**config.mk**
```make
export PLATFORM = sky130hd
export DESIGN_NAME = multi_digit_counter_flat
export DESIGN_NICKNAME = d
export VERILOG_FILES = /design/src/rtl/multi_digit_counter_pkg.sv /design/src/rtl/multi_digit_counter_if.sv /design/src/rtl/multi_digit_counter_tick_gen.sv /design/src/rtl/multi_digit_counter.sv /design/src/flat_wrapper.sv
export SDC_FILE = /design/constraint.sdc
export NUM_CORES = 1
export LEC_CHECK = 0
export CELL_PAD_IN_SITES_DETAIL_PLACEMENT = 1
export CELL_PAD_IN_SITES_GLOBAL_PLACEMENT = 1
export CORE_UTILIZATION = 32
export CTS_CLUSTER_SIZE = 8
export DETAILED_ROUTE_END_ITERATION = 12
export GPL_ROUTABILITY_DRIVEN = 0
export PLACE_DENSITY_LB_ADDON = 0.08
export REMOVE_ABC_BUFFERS = 1
export SLEW_MARGIN = 20
export SYNTH_ARGS = -nofsm -noshare
export SYNTH_HDL_FRONTEND = slang
export SYNTH_HIERARCHICAL = 1
export SYNTH_SLANG_ARGS = --single-unit
```
**constraint.sdc**
```tcl
create_clock -name clk -period 3.45 [get_ports clk]
set_input_delay 1.035 -clock clk [delete_from_list [all_inputs] [get_ports clk]]
set_output_delay 1.035 -clock clk [all_outputs]
set_load 0.02 [all_outputs]
```
**src/rtl/multi_digit_counter_pkg.sv**
```systemverilog
// Shared constants and helpers for the BCD multi-digit counter: digit width,
// largest legal digit value and the width calculation for rate dividers.
package multi_digit_counter_pkg;

  localparam int BCD_W = 4;
  localparam logic [BCD_W-1:0] DIGIT_MAX = 4'd9;

  // Bits needed for a divider counter running 0..(clk_hz/rate_hz)-1.
  function automatic int div_width(input int clk_hz, input int rate_hz);
    int div;
    div = clk_hz / rate_hz;
    return (div <= 2) ? 1 : $clog2(div);
  endfunction

endpackage

```
**src/rtl/multi_digit_counter_if.sv**
```systemverilog
// Control and display bundle of the counter; the counter core is the slave,
// whoever drives the controls and watches the display is the master.
interface multi_digit_counter_if
  import multi_digit_counter_pkg::*;
#(
  parameter int DIGITS = 2
);

  logic                      en;
  logic                      up;
  logic                      load;
  logic [BCD_W*DIGITS-1:0]   load_val;
  logic [BCD_W*DIGITS-1:0]   bcd;
  logic                      tick;
  logic                      tc;
  logic [DIGITS-1:0]         an;
  logic [BCD_W-1:0]          digit;

  modport master (
    output en, up, load, load_val,
    input  bcd, tick, tc, an, digit
  );

  modport slave (
    input  en, up, load, load_val,
    output bcd, tick, tc, an, digit
  );

endinterface

```
**src/rtl/multi_digit_counter_tick_gen.sv**
```systemverilog
// Rate divider: counts 0..DIV-1 and flags the cycle spent at DIV-1, giving a
// one-cycle enable pulse every DIV clocks without deriving a new clock.
module tick_gen
  import multi_digit_counter_pkg::*;
#(
  parameter int DIV = 2
) (
  input  logic clk,
  input  logic rst,
  output logic tick
);

  localparam int W = div_width(DIV, 1);
  localparam logic [W-1:0] LAST = W'(DIV - 1);

  logic [W-1:0] cnt_q, cnt_d;

  // NOTE: every signal written in always_comb gets a default first, so no path leaves it unassigned and no latch is inferred.
  always_comb begin
    cnt_d = cnt_q + 1'b1;
    if (cnt_q == LAST) cnt_d = '0;
  end

  // NOTE: state is updated with non-blocking assignments only, so every register samples pre-edge values regardless of block order.
  always_ff @(posedge clk) begin
    if (!rst) cnt_q <= '0;
    else      cnt_q <= cnt_d;
  end

  assign tick = (cnt_q == LAST);

endmodule

```
**src/rtl/multi_digit_counter.sv**
```systemverilog
// Multi-digit BCD up/down counter with load, terminal-count pulse and a
// multiplexed active-low display scan, all paced by enables on one clock.
module multi_digit_counter
  import multi_digit_counter_pkg::*;
#(
  parameter int CLK_HZ  = 50_000_000,
  parameter int TICK_HZ = 1,
  parameter int SCAN_HZ = 1000,
  parameter int DIGITS  = 2
) (
  input logic                  clk,
  input logic                  rst,
  multi_digit_counter_if.slave bus
);

  localparam int W     = BCD_W * DIGITS;
  localparam int IDX_W = (DIGITS > 1) ? $clog2(DIGITS) : 1;
  localparam logic [IDX_W-1:0] IDX_LAST = IDX_W'(DIGITS - 1);

  logic             count_tick;
  logic             scan_tick;
  logic [W-1:0]     bcd_q, bcd_d;
  logic [W-1:0]     load_clamped;
  logic [W-1:0]     step_val;
  logic             wrap;
  logic [BCD_W-1:0] cur;
  logic             tc_q, tc_d;
  logic [IDX_W-1:0] scan_idx_q, scan_idx_d;

  tick_gen #(.DIV(CLK_HZ / TICK_HZ)) u_count_tick (
    .clk  (clk),
    .rst  (rst),
    .tick (count_tick)
  );

  tick_gen #(.DIV(CLK_HZ / SCAN_HZ)) u_scan_tick (
    .clk  (clk),
    .rst  (rst),
    .tick (scan_tick)
  );

  always_comb begin
    load_clamped = bus.load_val;
    for (int i = 0; i < DIGITS; i++) begin
      if (bus.load_val[i*BCD_W +: BCD_W] > DIGIT_MAX)
        load_clamped[i*BCD_W +: BCD_W] = DIGIT_MAX;
    end
  end

  // Ripple carry/borrow: wrap stays set only while every lower digit rolled over.
  always_comb begin
    step_val = bcd_q;
    wrap     = 1'b1;
    cur      = '0;
    for (int i = 0; i < DIGITS; i++) begin
      cur = bcd_q[i*BCD_W +: BCD_W];
      if (wrap) begin
        if (bus.up) begin
          if (cur == DIGIT_MAX) begin
            step_val[i*BCD_W +: BCD_W] = '0;
          end else begin
            step_val[i*BCD_W +: BCD_W] = cur + 1'b1;
            wrap = 1'b0;
          end
        end else begin
          if (cur == '0) begin
            step_val[i*BCD_W +: BCD_W] = DIGIT_MAX;
          end else begin
            step_val[i*BCD_W +: BCD_W] = cur - 1'b1;
            wrap = 1'b0;
          end
        end
      end
    end
  end

  always_comb begin
    bcd_d = bcd_q;
    tc_d  = 1'b0;
    if (bus.load) begin
      bcd_d = load_clamped;
    end else if (count_tick && bus.en) begin
      bcd_d = step_val;
      tc_d  = wrap;
    end
  end

  always_comb begin
    scan_idx_d = scan_idx_q;
    if (DIGITS > 1 && scan_tick)
      scan_idx_d = (scan_idx_q == IDX_LAST) ? '0 : scan_idx_q + 1'b1;
  end

  always_ff @(posedge clk) begin
    if (!rst) begin
      bcd_q      <= '0;
      tc_q       <= 1'b0;
      scan_idx_q <= '0;
    end else begin
      bcd_q      <= bcd_d;
      tc_q       <= tc_d;
      scan_idx_q <= scan_idx_d;
    end
  end

  assign bus.bcd   = bcd_q;
  assign bus.tc    = tc_q;
  assign bus.tick  = count_tick;
  assign bus.an    = ~(DIGITS'(1) << scan_idx_q);
  assign bus.digit = bcd_q[scan_idx_q*BCD_W +: BCD_W];

endmodule
```
**src/flat_wrapper.sv**
```systemverilog
// flat-port wrapper written by rule: the top's interface ports become plain ports
module multi_digit_counter_flat import multi_digit_counter_pkg::*;
#(
  parameter int CLK_HZ  = 50_000_000,
  parameter int TICK_HZ = 1,
  parameter int SCAN_HZ = 1000,
  parameter int DIGITS  = 2
)
  (clk, rst, bus_en, bus_up, bus_load, bus_load_val, bus_bcd, bus_tick, bus_tc, bus_an, bus_digit);
  multi_digit_counter_if #(.DIGITS(DIGITS)) bus_i ();
  input logic clk;
  input logic rst;
  input wire logic [$bits(bus_i.en)-1:0] bus_en;
  input wire logic [$bits(bus_i.up)-1:0] bus_up;
  input wire logic [$bits(bus_i.load)-1:0] bus_load;
  input wire logic [$bits(bus_i.load_val)-1:0] bus_load_val;
  output wire logic [$bits(bus_i.bcd)-1:0] bus_bcd;
  output wire logic [$bits(bus_i.tick)-1:0] bus_tick;
  output wire logic [$bits(bus_i.tc)-1:0] bus_tc;
  output wire logic [$bits(bus_i.an)-1:0] bus_an;
  output wire logic [$bits(bus_i.digit)-1:0] bus_digit;
  assign bus_i.en = bus_en;
  assign bus_i.up = bus_up;
  assign bus_i.load = bus_load;
  assign bus_i.load_val = bus_load_val;
  assign bus_bcd = bus_i.bcd;
  assign bus_tick = bus_i.tick;
  assign bus_tc = bus_i.tc;
  assign bus_an = bus_i.an;
  assign bus_digit = bus_i.digit;
  multi_digit_counter #(.CLK_HZ(CLK_HZ), .TICK_HZ(TICK_HZ), .SCAN_HZ(SCAN_HZ), .DIGITS(DIGITS)) u_core (.clk(clk), .rst(rst), .bus(bus_i));
endmodule
```
Word-level counts from Yosys, hierarchy flattened. Cells that the tools add are included.

Input bits: 13. Bits in registers: 52. Output and inout port bits: 16.

Eq/ne operators: 4. $add $sub $neg: 7. Muxes and demuxes: 18. Reductions and logical operators: 9. $lt $le $gt $ge: 2. Shift operators: 2. Bitwise logic cells: 4.

Operators by type and width (number): 4-bit 2-to-1 mux (9); 26-bit by 1-bit adder with 26-bit output, second input constant (1); 26-bit == test, second input constant (1); 16-bit by 1-bit adder with 16-bit output, second input constant (1); 16-bit == test, second input constant (1); 8-bit 2-to-1 mux (2); 4-bit by 1-bit adder with 4-bit output, second input constant (2); 4-bit == test, second input constant (2); 4-bit greater-than comparator, second input constant (2); 4-bit zero test (2); 8-bit by 4-bit variable part select with 4-bit output (1); 4-bit by 1-bit subtractor with 4-bit output, second input constant (2); 1-bit 2-to-1 mux (7); 2-bit nonzero test (2); 2-bit OR reduction (2); 4-bit OR reduction (1); 1-bit inverter (3); 2-bit inverter (1); 2-bit AND reduction (1); 1-bit by 1-bit left shift with 2-bit output, first input constant (1); 1-bit adder, second input constant (1); 1-bit logical AND (1).

Longest topological paths before layout. Gate-level depths: netlist of run 1.

Word-level depth: 6. Gate-level depth with buffers: 8. Mapped depth without buffers: 8.

Hierarchy. The synthesis of run 1 kept the hierarchy.

By module, submodules not included: tick_gen at u_core.u_count_tick (times used 1, cells each 142, sequential area each 520.5 µm², area each 1234.9 µm²); multi_digit_counter (times used 1, cells each 110, sequential area each 200.2 µm², area each 832.0 µm²); tick_gen at u_core.u_scan_tick (times used 1, cells each 79, sequential area each 320.3 µm², area each 789.5 µm²).

Least setup slack after synthesis of run 1. No wires, ideal clock.

Path kind: input to register. From: input port bus_up. To: register u_core.bcd_q[7], in the netlist u_core/bus.bcd[7]. Setup time: 0.132 ns. Buffers on the path: 1. Slack: 1.035 ns. Arrival time: 2.283 ns. Cell stages on the path: 5. Cell sequence: clkbuf_1 or3_1 a2111o_1 o211ai_1 o311ai_1.

Word-level cells in the longest chain between the ends: 4. Elaborated cells on any way between the ends: 7.

RTL lines: start, declared (line flat_wrapper.sv:14) `input wire logic [$bits(bus_i.up)-1:0] bus_up;`; 4-bit 2-to-1 mux (line multi_digit_counter.sv:58) `if (bus.up) begin`; 4-bit 2-to-1 mux (line multi_digit_counter.sv:57) `if (wrap) begin`; 8-bit 2-to-1 mux (line multi_digit_counter.sv:82) `end else if (count_tick && bus.en) begin`; 8-bit 2-to-1 mux (line multi_digit_counter.sv:80) `if (bus.load) begin`; end signal, assigned (line multi_digit_counter.sv:96) `bcd_q <= '0;`; end signal, assigned (line multi_digit_counter.sv:100) `bcd_q <= bcd_d;`; end, declared (line multi_digit_counter.sv:22) `logic [W-1:0] bcd_q, bcd_d;`.

Several ways; a longest one is shown, not always the timed one. The select of a mux whose other input is x is not followed. A chain may end at the register's enable or synchronous reset.

Worst setup path after layout of run 1.
From: register u_core.u_count_tick.cnt_q[0]. To: output port bus_tick.

Word-level cells in the longest chain between the ends: 1.

RTL lines: start, declared (line multi_digit_counter_tick_gen.sv:16) `logic [W-1:0] cnt_q, cnt_d;`; start signal, assigned (line multi_digit_counter_tick_gen.sv:27) `else cnt_q <= cnt_d;`; 26-bit == test (line multi_digit_counter_tick_gen.sv:30) `assign tick = (cnt_q == LAST);`; end, declared (line flat_wrapper.sv:18) `output wire logic [$bits(bus_i.tick)-1:0] bus_tick;`.

Every way passes these cells.

==> flow_summary.toml, run 1 <==
[routing]
wl_per_cell_um = 14.8
remaining_drc_errors = 0
via_per_inst = 5.25
dr.pass1.iters = 4
num_vias = 2399
wl_um = 6740
ant_nets = 0
drt_iter0_drc = 37

[worst_setup_path]
cp_slowest_cell = "clkdlybuf4s50_1"
cp_max_fo = 4
path_class = "reg2out"
end_kind = "primary output"
required_ns = 2.41
worstPathArrival_ns = 2.13
cp_cell_sequence = "ha_1, and3_2, nand4_1, nor2_1, clkdlybuf4s50_1"
startpoint_type = "flip-flop"
cpPeakStageDelay_ns = 0.63

[pwr]
comb_power_share = 0.100
switching_share = 0.268
p_sw_mw = 0.296
ir_worst_vdd_mv = 0.143
fin_total_pwr_mw = 1.10
clock_power_share = 0.324
internal-power_mw = 0.809
seqPwrFrac = 0.576
powerDensity_mw_per_mm2 = 339
p_leak_nw = 1.04

[synth]
synth_edf_count = 0
syn_area_per_cell_um2 = 8.63
yosys_register_bits = 52
ys_async_sr_fraction = 0
yosys_warnings = 6
synth_cell_types = 59
synth_ff_type = "dfxtp_1"
syn_area_mm2 = 0.00286
yosysSeqAreaShare = 0.364
synth_cells = 331

[sta]
rsz0062_at_grt = "no"
min_period_over_period = 0.918
period_needed_ns = 3.17
max_freq_ghz = 0.316
final.setup.worst_slack_ns = 0.282
hold_viol_final = 0
fin_worst_skew_ns = 0.0139
report.final.slew_viol_count = 0
max-slew-margin-rel = 0.608
setup_tns_ns = 0
setup_viol = 0
tightest_slew_ns = 0.583

[run_status]
status = "finished, final reports clean"

[global_routing]
antenna_found_initial = 0
grt_pass1_wl_um = 11400
grt_pass1_vias = 2330
grt_max_degree = 18
grt_use_total = 0.155
grt_remaining_overflow = 0

[clock_tree]
h-tree-depth = 2
cts_root_buf = "clkbuf_8"
cts_resized = 0
cts_sinks = 52
tritoncts = "yes"
post_cts_buffers = 0
cts.clk_slew.worst_paths_ns = 0.11
cts_made_buffers = 5
ctsHoldBuffers = 0
insertion_delay_ns = 0.30
clk_path_buf_depth = 2

[place]
dp_hpwl_um = 4800
numPortBuffers = 28
post_dp_cell_area_mm2 = 0.00318
post-place-ws_ns = 0.491

[final_layout]
utilization = 0.376
antenna_cells = 0
final_area_mm2 = 0.00326
nNetsFinal = 364
drive_gt1_frac = 0.112
synthToLayoutAreaGrowth_pct = 14.2

[floorplanning]
core_mm2 = 0.00868
io-pin-count = 29
initial_core_util = 0.329
die_w_um = 96.5
fp.dieH_um = 96.5
std_cell_rows = 34
die_area_mm2 = 0.00931

[hold_path]
hold_path_class = "reg2reg"

[job]
drv_cap = 0
-- sequential cells by signal (all words and copies together), names as in the netlist --
register	cells
u_core/u_scan_tick/cnt_q	16
u_core/u_count_tick/cnt_q	26
u_core/bus.tc	1
u_core/scan_idx_q	1
u_core/bus.bcd	8
-- layout by cell type (no fill, tap or decap), drive strengths merged, types with 2 or more instances in the layout --
cell type	n
and3	6
o21ai	17
a31oi	2
nor4bb	2
mux2	3
clkbuf	5
or4	9
or2	3
nand3b	2
nand3	20
nand4b	3
or3	9
xor2	10
a21oi	16
and4bb	2
nor3	8
nand2	16
a22oi	2
and2	5
dfxtp	52
xnor2	23
ha	2
clkdlybuf4s50	28
nor4	9
o21a	2
nor2b	4
buf	3
inv	13
nand4	10
o31ai	7
nor2	38
-- logic make-up after synthesis --
| kind of cell | Yosys count | share of synthesized area |
|---|---|---|
| flops | 52 | 0.364 |
| fa+ha+maj | 2 | 0.00876 |
| buf+inv | 32 | 0.0565 |
| xor+xnor | 33 | 0.101 |
| mux | 4 | 0.0153 |
| simple gates | 150 | 0.325 |
| compound gates | 58 | 0.129 |
-- synthesized netlist by cell type, types with 2 or more instances --
cell / count / area share
nor3_1: 8 / 0.014
nand3_1: 17 / 0.030
nor2_1: 36 / 0.047
nand4_4: 2 / 0.015
and2_1: 5 / 0.011
xnor2_1: 23 / 0.071
nand4_2: 2 / 0.0088
a21oi_1: 16 / 0.028
and4bb_2: 2 / 0.0088
a22oi_1: 2 / 0.0053
nor4_1: 5 / 0.011
or4_1: 8 / 0.021
nand3b_1: 2 / 0.0053
nand4b_1: 3 / 0.0092
o21a_1: 2 / 0.0053
nand4_1: 6 / 0.013
o31ai_1: 7 / 0.018
o21ai_1: 2 / 0.0035
a31oi_1: 2 / 0.0044
and3_1: 5 / 0.011
nor4_2: 4 / 0.018
clkbuf_1: 14 / 0.018
o21ai_0: 15 / 0.026
nor2_2: 2 / 0.0044
nand3_2: 2 / 0.0070
dfxtp_1: 52 / 0.36
nand2_1: 15 / 0.020
or2_2: 3 / 0.0066
xor2_1: 10 / 0.031
or3_2: 3 / 0.0079
ha_1: 2 / 0.0088
nor4bb_1: 2 / 0.0070
buf_6: 5 / 0.020
mux2_2: 3 / 0.012
or3_1: 6 / 0.013
inv_1: 12 / 0.016
nor2b_1: 4 / 0.0088
-- power by group through the flow --
stage / sequential, mW / clock [mW] / combinational [mW]
2_1_floorplan: 0.651 / 0 / 0.0523
3_3_place_gp: 0.651 / 0 / 0.111
3_5_place_dp: 0.651 / 0 / 0.111
4_1_cts: 0.637 / 0.379 / 0.111
5_1_grt: 0.641 / 0.405 / 0.121
6_report: 0.637 / 0.358 / 0.110
-- stage by stage --
stage                     std cells  hold slack (ns)
final                           457            0.485
after global routing            457            0.516
after CTS                       457            0.494
after detailed placement        450            0.472
after global placement          450            0.465
after floorplan                 311            0.440
-- worst max-delay path, delay by kind of cell (launching register included) --
kind	cells	cell delay (ns)
buffers and inverters	1	0.63
DFF	1	0.43
adders and majority gates	1	0.25
and+or+nand+nor	3	0.52
-- layer usage --
metal  track usage  up-vias  part of all wire  routed length (um)
li1              -     1220                 -                   -
met1         0.217     1143              0.53                3570
met2         0.239       30              0.43                2910
met3        0.0297        6             0.025                 170
met4        0.0453        0             0.014                  93
met5             0        -                 0                   0
-- path summary, 6_finish.rpt --
check | start | to | slack, ns | cells past startpoint
max | u_core/u_count_tick/cnt_q[0]$_SDFF_PP0_ | bus_tick | 0.28 | 5
min | u_core/u_scan_tick/cnt_q[0]$_SDFF_PP0_ | u_core/u_scan_tick/cnt_q[0]$_SDFF_PP0_ | 0.48 | 1
max reg2reg | u_core/u_count_tick/cnt_q[0]$_SDFF_PP0_ | u_core/bus.bcd[6]$_SDFFE_PN0P_ | 1.04 | 8
min reg2reg | u_core/u_scan_tick/cnt_q[0]$_SDFF_PP0_ | u_core/u_scan_tick/cnt_q[0]$_SDFF_PP0_ | 0.48 | 1
-- final cells by class --
class                           count  area (um2)
Sequential cell                    52        1040
Inverter                           12        45.0
Tap cell                          108         135
Fill cell                        1046        5420
Multi-Input combinational cell    247        1650
Clock buffer                        5        68.8
Timing Repair Buffer               31         303
Clock inverter                      2        16.3
No activity file was read; power rests on OpenSTA's default activity.
==> run 2, diff against run 1 <==
CORE_MARGIN = 2   (was not set)
CORE_UTILIZATION = 35   (was 32)
==> flow_summary.toml, run 2 (synthesis gave the netlist of run 1 again) <==
[run_status]
status = "finished, final reports clean"

[clock_tree]
ctsHoldBuffers = 0
clk_path_buf_depth = 2
insertion_delay_ns = 0.31
tritoncts = "yes"
cts.clk_slew.worst_paths_ns = 0.10
cts_sinks = 52
cts_root_buf = "clkbuf_8"
cts_resized = 0
cts_made_buffers = 5
h-tree-depth = 2
post_cts_buffers = 0

[global_routing]
antenna_found_initial = 0
grt_use_total = 0.172
grt_remaining_overflow = 0
grt_pass1_vias = 2563
grt_max_degree = 18
grt_pass1_wl_um = 12300

[routing]
num_vias = 2456
wl_per_cell_um = 15.5
wl_um = 7000
routed.top_layer = "met4"
remaining_drc_errors = 0
ant_nets = 0
met2_length_um = 3160
drt-met1-wl_um = 3610
dr.pass1.iters = 4
met3_length_um = 159
via_per_inst = 5.43
drt_iter0_drc = 77

[final_layout]
final_common_cell = "dfxtp_1"
instances_no_fill = 452
layout_common_cells = "dfxtp_1 (52), nor2_1 (36), clkdlybuf4s50_1 (28)"
utilization = 0.418
nNetsFinal = 364
drive_gt1_frac = 0.114
largest_reg_flops = 26
top_register = "u_core/u_count_tick/cnt_q"
synthToLayoutAreaGrowth_pct = 14.4
antenna_cells = 0

[floorplanning]
die_area_mm2 = 0.00890
fp.dieH_um = 94.3
initial_core_util = 0.366
die_w_um = 94.3
std_cell_rows = 32
io-pin-count = 29
core_mm2 = 0.00781

[worst_setup_path]
cp-endpoint = "bus_tick"
end_kind = "primary output"
required_ns = 2.41
startpoint_type = "flip-flop"
path_class = "reg2out"
setup.worst_path.start = "u_core/u_count_tick/cnt_q[0]$_SDFF_PP0_"
rrSetupSlack_ns = 1.07
cp_max_fo = 4
reg2reg_from = "u_core/u_count_tick/cnt_q[0]$_SDFF_PP0_"
worstPathArrival_ns = 2.12
r2r.worst_path.cells = 8
reg2reg_to = "u_core/bus.bcd[7]$_SDFFE_PN0P_"

[sta]
max-slew-margin-rel = 0.604
tightest_slew_ns = 0.590
period_needed_ns = 3.16
rsz0062_at_grt = "no"
fin_worst_skew_ns = 0.00642
report.final.slew_viol_count = 0
min_period_over_period = 0.916
setup_viol = 0
hold_viol_final = 0
max_freq_ghz = 0.317
setup_tns_ns = 0

[pwr]
ir_worst_vdd_mv = 0.157
powerDensity_mw_per_mm2 = 346
p_leak_nw = 1.05

[place]
dp.cells = 444
dp_hpwl_um = 4980
numPortBuffers = 28

[hold_path]
hold_path_class = "reg2reg"

[job]
drv_cap = 0
## run 2: changes by cell type in the layout (fill, tap and decap cells not counted)
cell,delta
clkinv_2,+1
clkbuf_8,+1
clkinvlp_4,-1
## run 2: worst min path at each step
stage                                                   startpoint                                       end  slack, ns  cells after the start
after floorplan             u_core/u_scan_tick/cnt_q[0]$_SDFF_PP0_    u_core/u_scan_tick/cnt_q[0]$_SDFF_PP0_       0.44                      1
after global placement      u_core/u_scan_tick/cnt_q[0]$_SDFF_PP0_    u_core/u_scan_tick/cnt_q[0]$_SDFF_PP0_       0.47                      1
after detailed placement    u_core/u_scan_tick/cnt_q[0]$_SDFF_PP0_    u_core/u_scan_tick/cnt_q[0]$_SDFF_PP0_       0.48                      1
after CTS                   u_core/u_scan_tick/cnt_q[0]$_SDFF_PP0_    u_core/u_scan_tick/cnt_q[0]$_SDFF_PP0_       0.51                      1
after global routing      u_core/u_count_tick/cnt_q[25]$_SDFF_PP0_  u_core/u_count_tick/cnt_q[25]$_SDFF_PP0_       0.52                      2
final                       u_core/u_scan_tick/cnt_q[0]$_SDFF_PP0_    u_core/u_scan_tick/cnt_q[0]$_SDFF_PP0_       0.50                      1
## run 2: where the power goes
group	total (mW)	switching, mW	internal, mW
Clock	0.384	0.219	0.165
Sequential	0.637	0.0256	0.612
Combinational	0.111	0.0554	0.0555
## run 2: per-layer routing
layer / global-route usage / up-vias
li1: - / 1220
met1: 0.235 / 1199
met2: 0.283 / 32
met3: 0.0263 / 5
met4: 0.0435 / 0
met5: 0 / -
## run 2: layout make-up
cell class,instances,area (um2)
Fill cell,937,4540
Sequential cell,52,1040
Clock inverter,2,13.8
Tap cell,102,128
Inverter,12,45.0
Timing Repair Buffer,31,303
Clock buffer,6,82.6
Multi-Input combinational cell,247,1650
## run 2: per-stage QoR
stage                     hold WS, ns  setup WS (ns)  area, um2  total power, mW
after floorplan                 0.440           1.12       2740            0.703
after global placement          0.467          0.658       3170            0.761
after detailed placement        0.481          0.613       3170            0.763
after CTS                       0.507          0.270       3270             1.15
after global routing            0.517          0.152       3270             1.18
final                           0.496          0.291       3270             1.13
## run 2: worst max-delay path, cell delays in order, from the launching register on
cell	delay, ns
dfxtp_1	0.43
ha_1	0.23
and3_2	0.25
nand4_1	0.12
nor2_1	0.17
clkdlybuf4s50_1	0.62
==> run 3, diff against run 2 <==
HOLD_SLACK_MARGIN = 0.08   (was not set)
RECOVER_POWER = 100   (was not set)
==> flow_summary.toml, run 3 (synthesis gave the netlist of run 1 again) <==
[run_status]
status = "finished, final reports clean"

[pwr]
powerDensity_mw_per_mm2 = 346
ir_worst_vdd_mv = 0.157
p_leak_nw = 1.07

[job]
drv_cap = 0

[routing]
ant_nets = 0
num_vias = 2477
wl_per_cell_um = 15.5
remaining_drc_errors = 0
drt_iter0_drc = 80
wl_um = 7010
dr.pass1.iters = 4
via_per_inst = 5.48

[sta]
tightest_slew_ns = 0.956
setup_viol = 0
report.final.slew_viol_count = 0
fin_worst_skew_ns = 0.00699
max-slew-margin-rel = 0.356
rsz0062_at_grt = "no"
whs_ns = 0.496
setup_tns_ns = 0
hold_viol_final = 0
period_needed_ns = 3.18
max_freq_ghz = 0.314
min_period_over_period = 0.923

[clock_tree]
clk_path_buf_depth = 2
cts.clk_slew.worst_paths_ns = 0.10
tritoncts = "yes"
ctsHoldBuffers = 0
cts_resized = 0
post_cts_buffers = 0
cts_made_buffers = 5
cts_sinks = 52
h-tree-depth = 2
cts_root_buf = "clkbuf_8"
insertion_delay_ns = 0.31

[final_layout]
largest_reg_flops = 26
regArea_mm2 = 0.00104
nFillCells = 937
nNetsFinal = 364
instances_no_fill = 452
antenna_cells = 0
top_register = "u_core/u_count_tick/cnt_q"
multi_input_area_mm2 = 0.00165
final_common_cell = "dfxtp_1"
drive_gt1_frac = 0.100
layout_common_cells = "dfxtp_1 (52), nor2_1 (36), xnor2_1 (23)"
synthToLayoutAreaGrowth_pct = 13.8

[floorplanning]
die_w_um = 94.3
io-pin-count = 29
initial_core_util = 0.366
std_cell_rows = 32
die_area_mm2 = 0.00890
fp.dieH_um = 94.3
core_mm2 = 0.00781

[global_routing]
grt_pass1_wl_um = 12300
grt_use_total = 0.172
grt_pass1_vias = 2563
antenna_found_initial = 0
grt_remaining_overflow = 0
grt_max_degree = 18

[place]
dp_hpwl_um = 4980
dp.cells = 444
numPortBuffers = 28

[worst_setup_path]
worstPathArrival_ns = 2.15
cp_max_fo = 4
path_class = "reg2out"
required_ns = 2.41
startpoint_type = "flip-flop"
end_kind = "primary output"

[hold_path]
hold_path_class = "reg2reg"
==> run 3: power breakdown <==
| group | internal [mW] | switching (mW) | total (mW) |
|---|---|---|---|
| Clock | 0.165 | 0.218 | 0.383 |
| Combinational | 0.0500 | 0.0550 | 0.105 |
| Sequential | 0.612 | 0.0251 | 0.637 |
| Total | 0.826 | 0.298 | 1.12 |
==> run 3: layout make-up <==
class                           instances  area share
Multi-Input combinational cell        247       0.508
Sequential cell                        52       0.320
Timing Repair Buffer                   31      0.0896
Tap cell                              102      0.0392
Clock buffer                            6      0.0254
Inverter                               12      0.0139
Clock inverter                          2     0.00423
==> run 3: worst paths after layout <==
kind	start	end	slack (ns)	cells past startpoint
max	u_core/u_count_tick/cnt_q[0]$_SDFF_PP0_	bus_tick	0.27	5
min	u_core/u_scan_tick/cnt_q[0]$_SDFF_PP0_	u_core/u_scan_tick/cnt_q[0]$_SDFF_PP0_	0.50	1
max reg2reg	u_core/u_count_tick/cnt_q[0]$_SDFF_PP0_	u_core/u_count_tick/cnt_q[25]$_SDFF_PP0_	0.66	6
min reg2reg	u_core/u_scan_tick/cnt_q[0]$_SDFF_PP0_	u_core/u_scan_tick/cnt_q[0]$_SDFF_PP0_	0.50	1
==> run 3: stage by stage <==
| stage | util | power [mW] | instance area [um2] | worst slack [ns] |
|---|---|---|---|---|
| 2_1_floorplan | - | 0.703 | 2740 | 1.12 |
| 3_3_place_gp | 0.406 | 0.761 | 3170 | 0.658 |
| 3_5_place_dp | 0.406 | 0.763 | 3170 | 0.613 |
| 4_1_cts | 0.418 | 1.15 | 3270 | 0.270 |
| 5_1_grt | 0.417 | 1.18 | 3250 | 0.119 |
| 6_report | 0.417 | 1.12 | 3250 | 0.267 |
==> run 3: worst max-delay path, cell delays in order (launching register included) <==
cell and delay (ns):
dfxtp_1 0.43, ha_1 0.23, and3_1 0.27, nand4_1 0.13, nor2_1 0.16, clkdlybuf4s50_1 0.62
==> run 3: metal layers <==
| metal | global-route usage | up-vias | share of wire |
|---|---|---|---|
| li1 | - | 1218 | - |
| met1 | 0.235 | 1219 | 0.51 |
| met2 | 0.283 | 35 | 0.45 |
| met3 | 0.0263 | 5 | 0.026 |
| met4 | 0.0435 | 0 | 0.0094 |
| met5 | 0 | - | 0 |
